[config.mk]
export PLATFORM = sky130hd
export DESIGN_NAME = fetch_hazard_ctrl
export DESIGN_NICKNAME = d
export VERILOG_FILES = /design/src/rtl/fetch_hazard_ctrl.sv
export SDC_FILE = /design/constraint.sdc
export NUM_CORES = 1
export LEC_CHECK = 0
export BUFFER_PORTS_ARGS = -buffer_cell sky130_fd_sc_hd__buf_4
export CAP_MARGIN = 40
export CORE_MARGIN = 8
export CORE_UTILIZATION = 47
export CTS_CLUSTER_DIAMETER = 100
export DETAILED_ROUTE_END_ITERATION = 12
export PLACE_DENSITY = 0.81
export SLEW_MARGIN = 20
export SYNTH_ARGS = -nofsm -noshare
export SYNTH_HDL_FRONTEND = slang
export SYNTH_SLANG_ARGS = --single-unit
[constraint.sdc]
create_clock -name clk -period 2.8 [get_ports clk]
set_input_delay 0.14 -clock clk [delete_from_list [all_inputs] [get_ports clk]]
set_output_delay 0.14 -clock clk [all_outputs]
set_load 0.02 [all_outputs]
[src/rtl/fetch_hazard_ctrl.sv]
// fetch_hazard_ctrl: fetch-stage sequencer arbitrating redirect, load-use stall, imem wait and halt.
module fetch_hazard_ctrl #(
  parameter int INIT_CYCLES  = 4,
  parameter int FLUSH_CYCLES = 1,
  parameter int MEM_TIMEOUT  = 64,
  parameter int CNT_W        = 16
) (
  input  logic             clk,
  input  logic             reset,
  input  logic             exBranchTaken,
  input  logic [31:0]      exBranchAddr,
  input  logic             exMemRead,
  input  logic [4:0]       exRd,
  input  logic [4:0]       idRs1,
  input  logic [4:0]       idRs2,
  input  logic             imemReady,
  input  logic             haltReq,
  output logic             pcSrc,
  output logic [31:0]      branchAddr,
  output logic             pcWrite,
  output logic             ifidWrite,
  output logic             ifidFlush,
  output logic             idexBubble,
  output logic             fetchErr,
  output logic [CNT_W-1:0] stallCount,
  output logic [2:0]       state
);
  localparam int IW = $clog2(INIT_CYCLES + 1);
  localparam int TW = $clog2(MEM_TIMEOUT + 1);
  localparam logic [IW-1:0] INIT_LAST  = IW'(INIT_CYCLES - 1);
  localparam logic [3:0]    FLUSH_LAST = 4'(FLUSH_CYCLES - 1);
  localparam logic [TW-1:0] TO_MAX     = TW'(MEM_TIMEOUT);
  typedef enum logic [2:0] {S_INIT, S_RUN, S_FLUSH, S_WAIT, S_HALT, S_ERR} state_t;
  state_t cur, nxt;
  logic [IW-1:0] initCnt, initNxt;
  logic [3:0] flushCnt, flushNxt;
  logic [TW-1:0] toCnt, toNxt, toInc;
  logic loadUse, errSet;
  assign branchAddr = exBranchAddr;
  assign state = cur;
  assign toInc = toCnt + 1'b1;
  assign loadUse = exMemRead && exRd != 5'd0 && (exRd == idRs1 || exRd == idRs2);
  always_comb begin
    nxt = cur;
    pcSrc = 1'b0;
    pcWrite = 1'b0;
    ifidWrite = 1'b0;
    ifidFlush = 1'b0;
    idexBubble = 1'b0;
    initNxt = initCnt;
    flushNxt = flushCnt;
    toNxt = toCnt;
    errSet = 1'b0;
    case (cur)
      S_INIT: begin
        {pcWrite, ifidWrite, ifidFlush, idexBubble} = 4'b1111;
        initNxt = initCnt + 1'b1;
        nxt = initCnt == INIT_LAST ? S_RUN : S_INIT;
      end
      S_RUN, S_WAIT, S_FLUSH: begin
        if (exBranchTaken) begin
          {pcSrc, ifidFlush, idexBubble} = 3'b111;
          toNxt = '0;
          flushNxt = '0;
          nxt = FLUSH_CYCLES > 0 ? S_FLUSH : S_RUN;
        end else if (loadUse) begin
          {pcWrite, ifidWrite, idexBubble} = 3'b111;
        end else if (!imemReady) begin
          {pcWrite, ifidWrite} = 2'b11;
          toNxt = toInc;
          errSet = toInc >= TO_MAX;
          nxt = errSet ? S_ERR : S_WAIT;
        end else if (cur == S_FLUSH) begin
          ifidFlush = 1'b1;
          toNxt = '0;
          flushNxt = flushCnt + 1'b1;
          nxt = flushCnt == FLUSH_LAST ? S_RUN : S_FLUSH;
        end else begin
          toNxt = '0;
          nxt = haltReq ? S_HALT : S_RUN;
        end
      end
      S_HALT: begin
        // a redirect still reaches the PC while halted; fetch stays frozen afterwards
        if (exBranchTaken) {pcSrc, ifidFlush, idexBubble} = 3'b111;
        else begin
          {pcWrite, ifidWrite, idexBubble} = 3'b111;
          nxt = haltReq ? S_HALT : S_RUN;
        end
      end
      S_ERR: {pcWrite, ifidWrite, idexBubble} = 3'b111;
      default: nxt = S_INIT;
    endcase
  end
  always_ff @(posedge clk) begin
    if (reset) begin
      cur <= S_INIT;
      initCnt <= '0;
      flushCnt <= '0;
      toCnt <= '0;
      fetchErr <= 1'b0;
      stallCount <= '0;
    end else begin
      cur <= nxt;
      initCnt <= initNxt;
      flushCnt <= flushNxt;
      toCnt <= toNxt;
      if (errSet) fetchErr <= 1'b1;
      if (pcWrite && cur != S_INIT && !(&stallCount)) stallCount <= stallCount + 1'b1;
    end
  end
endmodule

==> out/qor.csv, run 1 <==
metric,value,unit
cts-resized-gates,0,
avgSynthCellArea,7.89,sq um
drc,0,
drt-total-wl,5.22,mm
grt_overflow_total,0,
num_io_pins,110,
ys_async_sr_fraction,0,%
cp-end-kind,flip-flop,
max_clock_freq,0.410,GHz
holdCritPathClass,in -> reg,
p_leak,0.900,nW
gp_congestion,0.899,
die_area,0.00742,sq mm
drt_iter0_markers,138,
wl_per_cell,14.1,microns
drt-vias-per-instance,5.45,
fin_tns_setup,0,ns
dp_cells,362,
hold_slack,0.247,ns
finalSetupViolCount,0,
grt_use_total,13.9,%
fp.coreArea,0.00472,sq mm
synth_top_cells_by_area,"dfxtp_1, buf_4, a21oi_1, nor2_1, xnor2_1",
fin_crit_sh,87.1,%
num_vias,2011,
crit_buf_inv,1,
drive_above_1_share,21.9,%
die_h,86.1,microns
netlist_instances,293,
path_max_fanout,21,
start_kind,flip-flop,
ys_types,49,
ys_seq_area_share,29.5,%
whs_path_depth,2,
path_clk_slew,0.07,ns
mappedNetlistNets,352,
root_buffer,clkbuf_8,
dpl_cell_area,0.00244,sq mm
holdBufCountCts,0,
rsz0062_at_grt,false,
final_max_slew_viol_count,0,
dp_hpwl,3.91,mm
dp_slack,0.365,ns
wl_met2,2.59,mm
synth_top_area_share,29.5,%
cts_tree,yes,
insertion_delay,0.28,ns
cts_sinks,34,
min_to,initCnt[0]$_SDFFE_PP0P_,
fin_ws,0.361,ns
clock_tree.buffer_depth,2,
final_nets,361,
cp_cell_sequence,nor2_1 > or3_4 > a2111oi_4 > a21oi_2 > buf_6 > nor4_1 > mux2_2,
wl_met3,352,microns
ant_nets,0,
slew_headroom,55.7,%
fill_cells,434,
maxUsedRoutingLayer,met4,
cpMaxStageDelayCell,dfxtp_1,
grt_max_degree,32,
fin_util,53.2,%
grt_pass1_vias,1850,
antenna_cells,0,
htreeDepth,2,
rows,25,
reg2reg_to,stallCount[9]$_SDFFE_PP0P_,
yosys.area.top_type,dfxtp_1,
cp.arrival,2.61,ns
wl_met1,2.21,mm
maxCapViolations,0,
cts_setup_buffers,0,
stdcell_area,0.00251,sq mm
irDropWorstVdd,0.296,mV
die_w,86.1,microns
worst_pin_slew,0.664,ns
p_total,1.36,mW
grt_pass1_wl,8.45,mm
synth-edff-count,0,
yosysWarnings,0,
min_period,2.44,ns
multiInputGateArea,0.00129,sq mm
cp.required,2.97,ns
reg2reg_depth,7,
syn_to_final_growth,8.83,%
status,completed,
fin_worst_skew,0.00604,ns
initial_core_util,48.9,%
dr.pass1.iters,4,
ff_latch_area,681,sq um
holdCritStartpoint,reset,
synth_area,0.00231,sq mm
io_buffer_count,45,
r2r-start,state[0]$_SDFFE_PP0P_,
path_delay_family,simple AND/OR/NAND/NOR gates,
max_stage_delay,0.49,ns
r2r_slack,0.36,ns
p_per_area,542,mW/mm^2
antenna_found_initial,0,
layout.cells.non_filler,369,
cts_buffers,5,
synthFlopType,dfxtp_1,
hold_viol_final,0,
critical_path_class,reg -> reg,
synth-seq-cells,34,
report_power, final:
group / switching (mW) / total [mW] / internal, mW
combinational: 0.271 / 0.455 / 0.184
clock: 0.165 / 0.336 / 0.171
sequential: 0.0460 / 0.571 / 0.525
total: 0.482 / 1.36 / 0.880
cell type report:
| class | count | share of cell area, % |
|---|---|---|
| clock buffers | 7 | 3.03 |
| inverters | 9 | 1.34 |
| multi-input cells | 206 | 51.3 |
| flip-flops and latches | 34 | 27.1 |
| well taps | 67 | 3.33 |
| repair buffers | 46 | 13.9 |
sequential cells by signal (all words and copies together), names as in the netlist:
register / cells
state: 3
toCnt: 7
fetchErr: 1
flushCnt: 4
stallCount: 16
initCnt: 3
Yosys cell counts, types with 2 or more instances:
library cell,n
nand2b_1,4
o211ai_1,2
a31oi_1,3
nand3b_1,2
mux2_2,2
o21ai_0,18
o21ai_4,2
nor3_1,5
nor2_1,26
ha_1,6
inv_1,9
mux2i_1,4
nand2_1,23
xnor2_1,11
o31ai_1,5
nor2b_1,2
a211oi_1,3
or3_1,10
nand4_1,6
xor2_1,4
nand3_1,14
or4_1,7
a21oi_1,24
buf_4,33
buf_6,2
or2_2,3
a21boi_0,2
clkbuf_1,7
dfxtp_1,34
how the worst max path moves through the flow:
stage / endpoint / from / slack (ns) / cells past startpoint
after detailed placement: stallCount[9]$_SDFFE_PP0P_ / state[0]$_SDFFE_PP0P_ / 0.37 / 7
after CTS: stallCount[9]$_SDFFE_PP0P_ / state[0]$_SDFFE_PP0P_ / 0.36 / 7
after global routing: stallCount[9]$_SDFFE_PP0P_ / state[0]$_SDFFE_PP0P_ / 0.21 / 7
after global placement: stallCount[9]$_SDFFE_PP0P_ / exRd[1] / 0.40 / 7
after floorplan: stallCount[10]$_SDFFE_PP0P_ / state[0]$_SDFFE_PP0P_ / 0.53 / 8
final: stallCount[9]$_SDFFE_PP0P_ / state[0]$_SDFFE_PP0P_ / 0.36 / 7
kinds of logic after synthesis:
family | count (synthesis) | synth area share, %
AND/OR/NAND/NOR | 110 | 24.7
multiplexers | 6 | 2.71
adder cells (fa/ha/maj) | 6 | 3.25
XOR/XNOR | 15 | 5.68
flip-flops | 34 | 29.5
buffers and inverters | 53 | 14.7
AO/OA/AOI/OAI | 69 | 19.5
cells in the final DEF, fill, tap and decap left out, types with 2 or more instances in the layout:
cell       n
o211ai_1   2
or4_1      7
mux2_2     2
clkbuf_1   2
nand2b_1   4
buf_4     45
a21oi_1   24
nand3_1   14
a211oi_1   3
a21boi_0   2
nand2_1   23
nor3_1     5
o21ai_0   18
nor2b_1    2
mux2i_1    4
nand3b_1   2
or3_1     10
inv_1      9
nand4_1    6
or2_2      3
dfxtp_1   34
o31ai_1    5
clkbuf_8   5
a31oi_1    3
ha_1       6
o21ai_4    2
xnor2_1   11
nor2_1    26
xor2_1     4
layer usage:
layer  vias to the layer above  global-route usage [%]
met4                         0                    6.21
met5                         -                       0
met2                        48                    23.1
met1                       930                    16.2
li1                       1021                       -
met3                        12                    3.63
Power figures use the tool's default switching activity.
==> inputs of run 2 (changes only) <==
==> constraint.sdc (replaced) <==
create_clock -name clk -period 2.8 [get_ports clk]
set_input_delay 0.7 -clock clk [delete_from_list [all_inputs] [get_ports clk]]
set_output_delay 0.7 -clock clk [all_outputs]
set_load 0.02 [all_outputs]
==> out/qor.csv, run 2 (same netlist as run 1, synthesis figures left out) <==
metric,value,unit,change
num_io_pins,110,,unchanged
cts_setup_buffers,0,,unchanged
cts-resized-gates,0,,unchanged
rsz0062_at_grt,false,,
hold_viol_final,0,,unchanged
p_sw,505,uW,+4.8%
antenna_found_initial,0,,unchanged
fin_ws,0.0800,ns,-0.281 ns
holdCritPathClass,reg -> reg,,
holdBufCountCts,0,,unchanged
die_w,86.1,microns,unchanged
max_stage_delay,0.54,ns,+0.05 ns
max_clock_freq,0.368,GHz,-10%
grt_pass1_wl,8.84,mm,+4.6%
hold_slack,0.455,ns,+0.207 ns
path_clk_slew,0.06,ns,about the same
cpMaxStageDelayCell,or4_4,,
path_max_fanout,5,,-76%
min_period,2.72,ns,+0.281 ns
final_nets,371,,+2.8%
dp_slack,0.0860,ns,-0.279 ns
fin_tns_setup,0,ns,unchanged
drt-vias-per-instance,5.50,,+0.92%
drive_above_1_share,24.9,%,+3.1 points
dpl_cell_area,0.00252,sq mm,+3.4%
num_vias,2090,,+3.9%
critical_path_class,in -> out,,
crit_buf_inv,2,,+1
gp_congestion,0.852,,-5.2%
drt-total-wl,5.34,mm,+2.4%
htreeDepth,2,,unchanged
dp_cells,372,,+2.8%
critPathMostFrequentCell,buf_4,,
syn_to_final_growth,13.1,%,
grt_overflow_total,0,,unchanged
p_per_area,552,mW/mm^2,+1.9%
die_h,86.1,microns,unchanged
wl_per_cell,14.1,microns,-0.61%
cp-end-kind,output port,,
root_buffer,clkbuf_8,,
cp_cell_sequence,buf_4 > or4_4 > o21ai_4 > nor2_1 > nand2_1 > o21ai_1 > buf_4,,
p_leak,0.963,nW,+7.1%
drc,0,,unchanged
cp.required,2.10,ns,-0.87 ns
largest_register_ffs,16,,unchanged
cts_buffers,5,,unchanged
dr.pass1.iters,4,,unchanged
dp_hpwl,4.05,mm,+3.5%
fin_worst_skew,0.00976,ns,+0.00372 ns
status,completed,,
initial_core_util,48.9,%,unchanged
layout.cells.non_filler,380,,+3.0%
largest_register,stallCount,,
antenna_cells,0,,unchanged
p_clk_share,26.3,%,+1.6 points
final_cell_mix,"buf_4, dfxtp_1, nor2_1",,
reg_top3,"stallCount (16), toCnt (7), flushCnt (4)",,
ant_nets,0,,unchanged
stdcell_area,0.00261,sq mm,+3.9%
slew_headroom,64.9,%,+9.2 points
fp.coreArea,0.00472,sq mm,unchanged
fin_crit_sh,97.1,%,+10 points
grt_use_total,14.6,%,+0.68 points
clock_tree.buffer_depth,2,,unchanged
worst_pin_slew,0.519,ns,-0.145 ns
p_sw_share,35.0,%,-0.37 points
internal_power,937,uW,+6.5%
combinationalPowerShare,35.1,%,+1.7 points
rows,25,,unchanged
grt_pass1_vias,1961,,+6.0%
p_total,1.44,mW,+5.9%
final_max_slew_viol_count,0,,unchanged
finalSetupViolCount,0,,unchanged
fin_util,55.3,%,+2.1 points
cts_tree,yes,,
start_kind,input pin,,
final_common_cell,buf_4,,
grt_max_degree,32,,unchanged
io_buffer_count,45,,unchanged
seqPwrFrac,38.6,%,-3.3 points
cp.arrival,2.02,ns,-0.59 ns
drt_iter0_markers,159,,+15%
die_area,0.00742,sq mm,unchanged
cts_sinks,34,,unchanged
insertion_delay,0.29,ns,about the same
path_delay_family,simple AND/OR/NAND/NOR gates,,
maxCapViolations,0,,unchanged
irDropWorstVdd,0.370,mV,+25%
run 2: cell count changes in the layout (fill, tap and decap cells not counted), sizes merged:
cell    previous run  this run
buf               46        56
clkinv             0         1
run 2: routing by layer:
| layer | vias to the layer above | part of all wire [%] | track usage (%) |
|---|---|---|---|
| met5 | - | 0 | 0 |
| met4 | 0 | 1.7 | 6.53 |
| met3 | 9 | 5.8 | 4.39 |
| met2 | 51 | 50 | 24.7 |
| met1 | 984 | 42 | 16.3 |
| li1 | 1046 | - | - |
run 2: power groups by stage:
| stage | Sequential (mW) | Combinational, mW | Clock (mW) |
|---|---|---|---|
| after floorplan | 0.581 | 0.394 | 0 |
| after global placement | 0.565 | 0.491 | 0 |
| after detailed placement | 0.568 | 0.504 | 0 |
| after CTS | 0.557 | 0.507 | 0.389 |
| after global routing | 0.562 | 0.561 | 0.412 |
| final | 0.556 | 0.506 | 0.380 |
run 2: worst register-to-register path: cells and delay by family (launching register included):
family	cells	cell delay [ns]
AO/OA/AOI/OAI	2	0.48
adder cells (fa/ha/maj)	1	0.25
buffers and inverters	1	0.17
flip-flops	1	0.34
multiplexers	1	0.36
AND/OR/NAND/NOR	3	0.42
run 2: area by class of cell:
class                           count  area [sq um]
Sequential cell                    34           681
Clock inverter                      1          5.00
Fill cell                         441          2110
Timing Repair Buffer               56           433
Multi-Input combinational cell    206          1290
Clock buffer                        7          86.3
Tap cell                           67          83.8
Inverter                            9          33.8
run 2: final timing paths:
| check | startpoint | end | slack, ns | cells after the start |
|---|---|---|---|---|
| hold / removal | fetchErr$_SDFFE_PP0P_ | fetchErr$_SDFFE_PP0P_ | 0.45 | 2 |
| setup / recovery | exRd[1] | pcWrite | 0.08 | 7 |
| setup reg to reg | stallCount[0]$_SDFFE_PP0P_ | stallCount[9]$_SDFFE_PP0P_ | 0.68 | 8 |
| hold reg to reg | fetchErr$_SDFFE_PP0P_ | fetchErr$_SDFFE_PP0P_ | 0.45 | 2 |
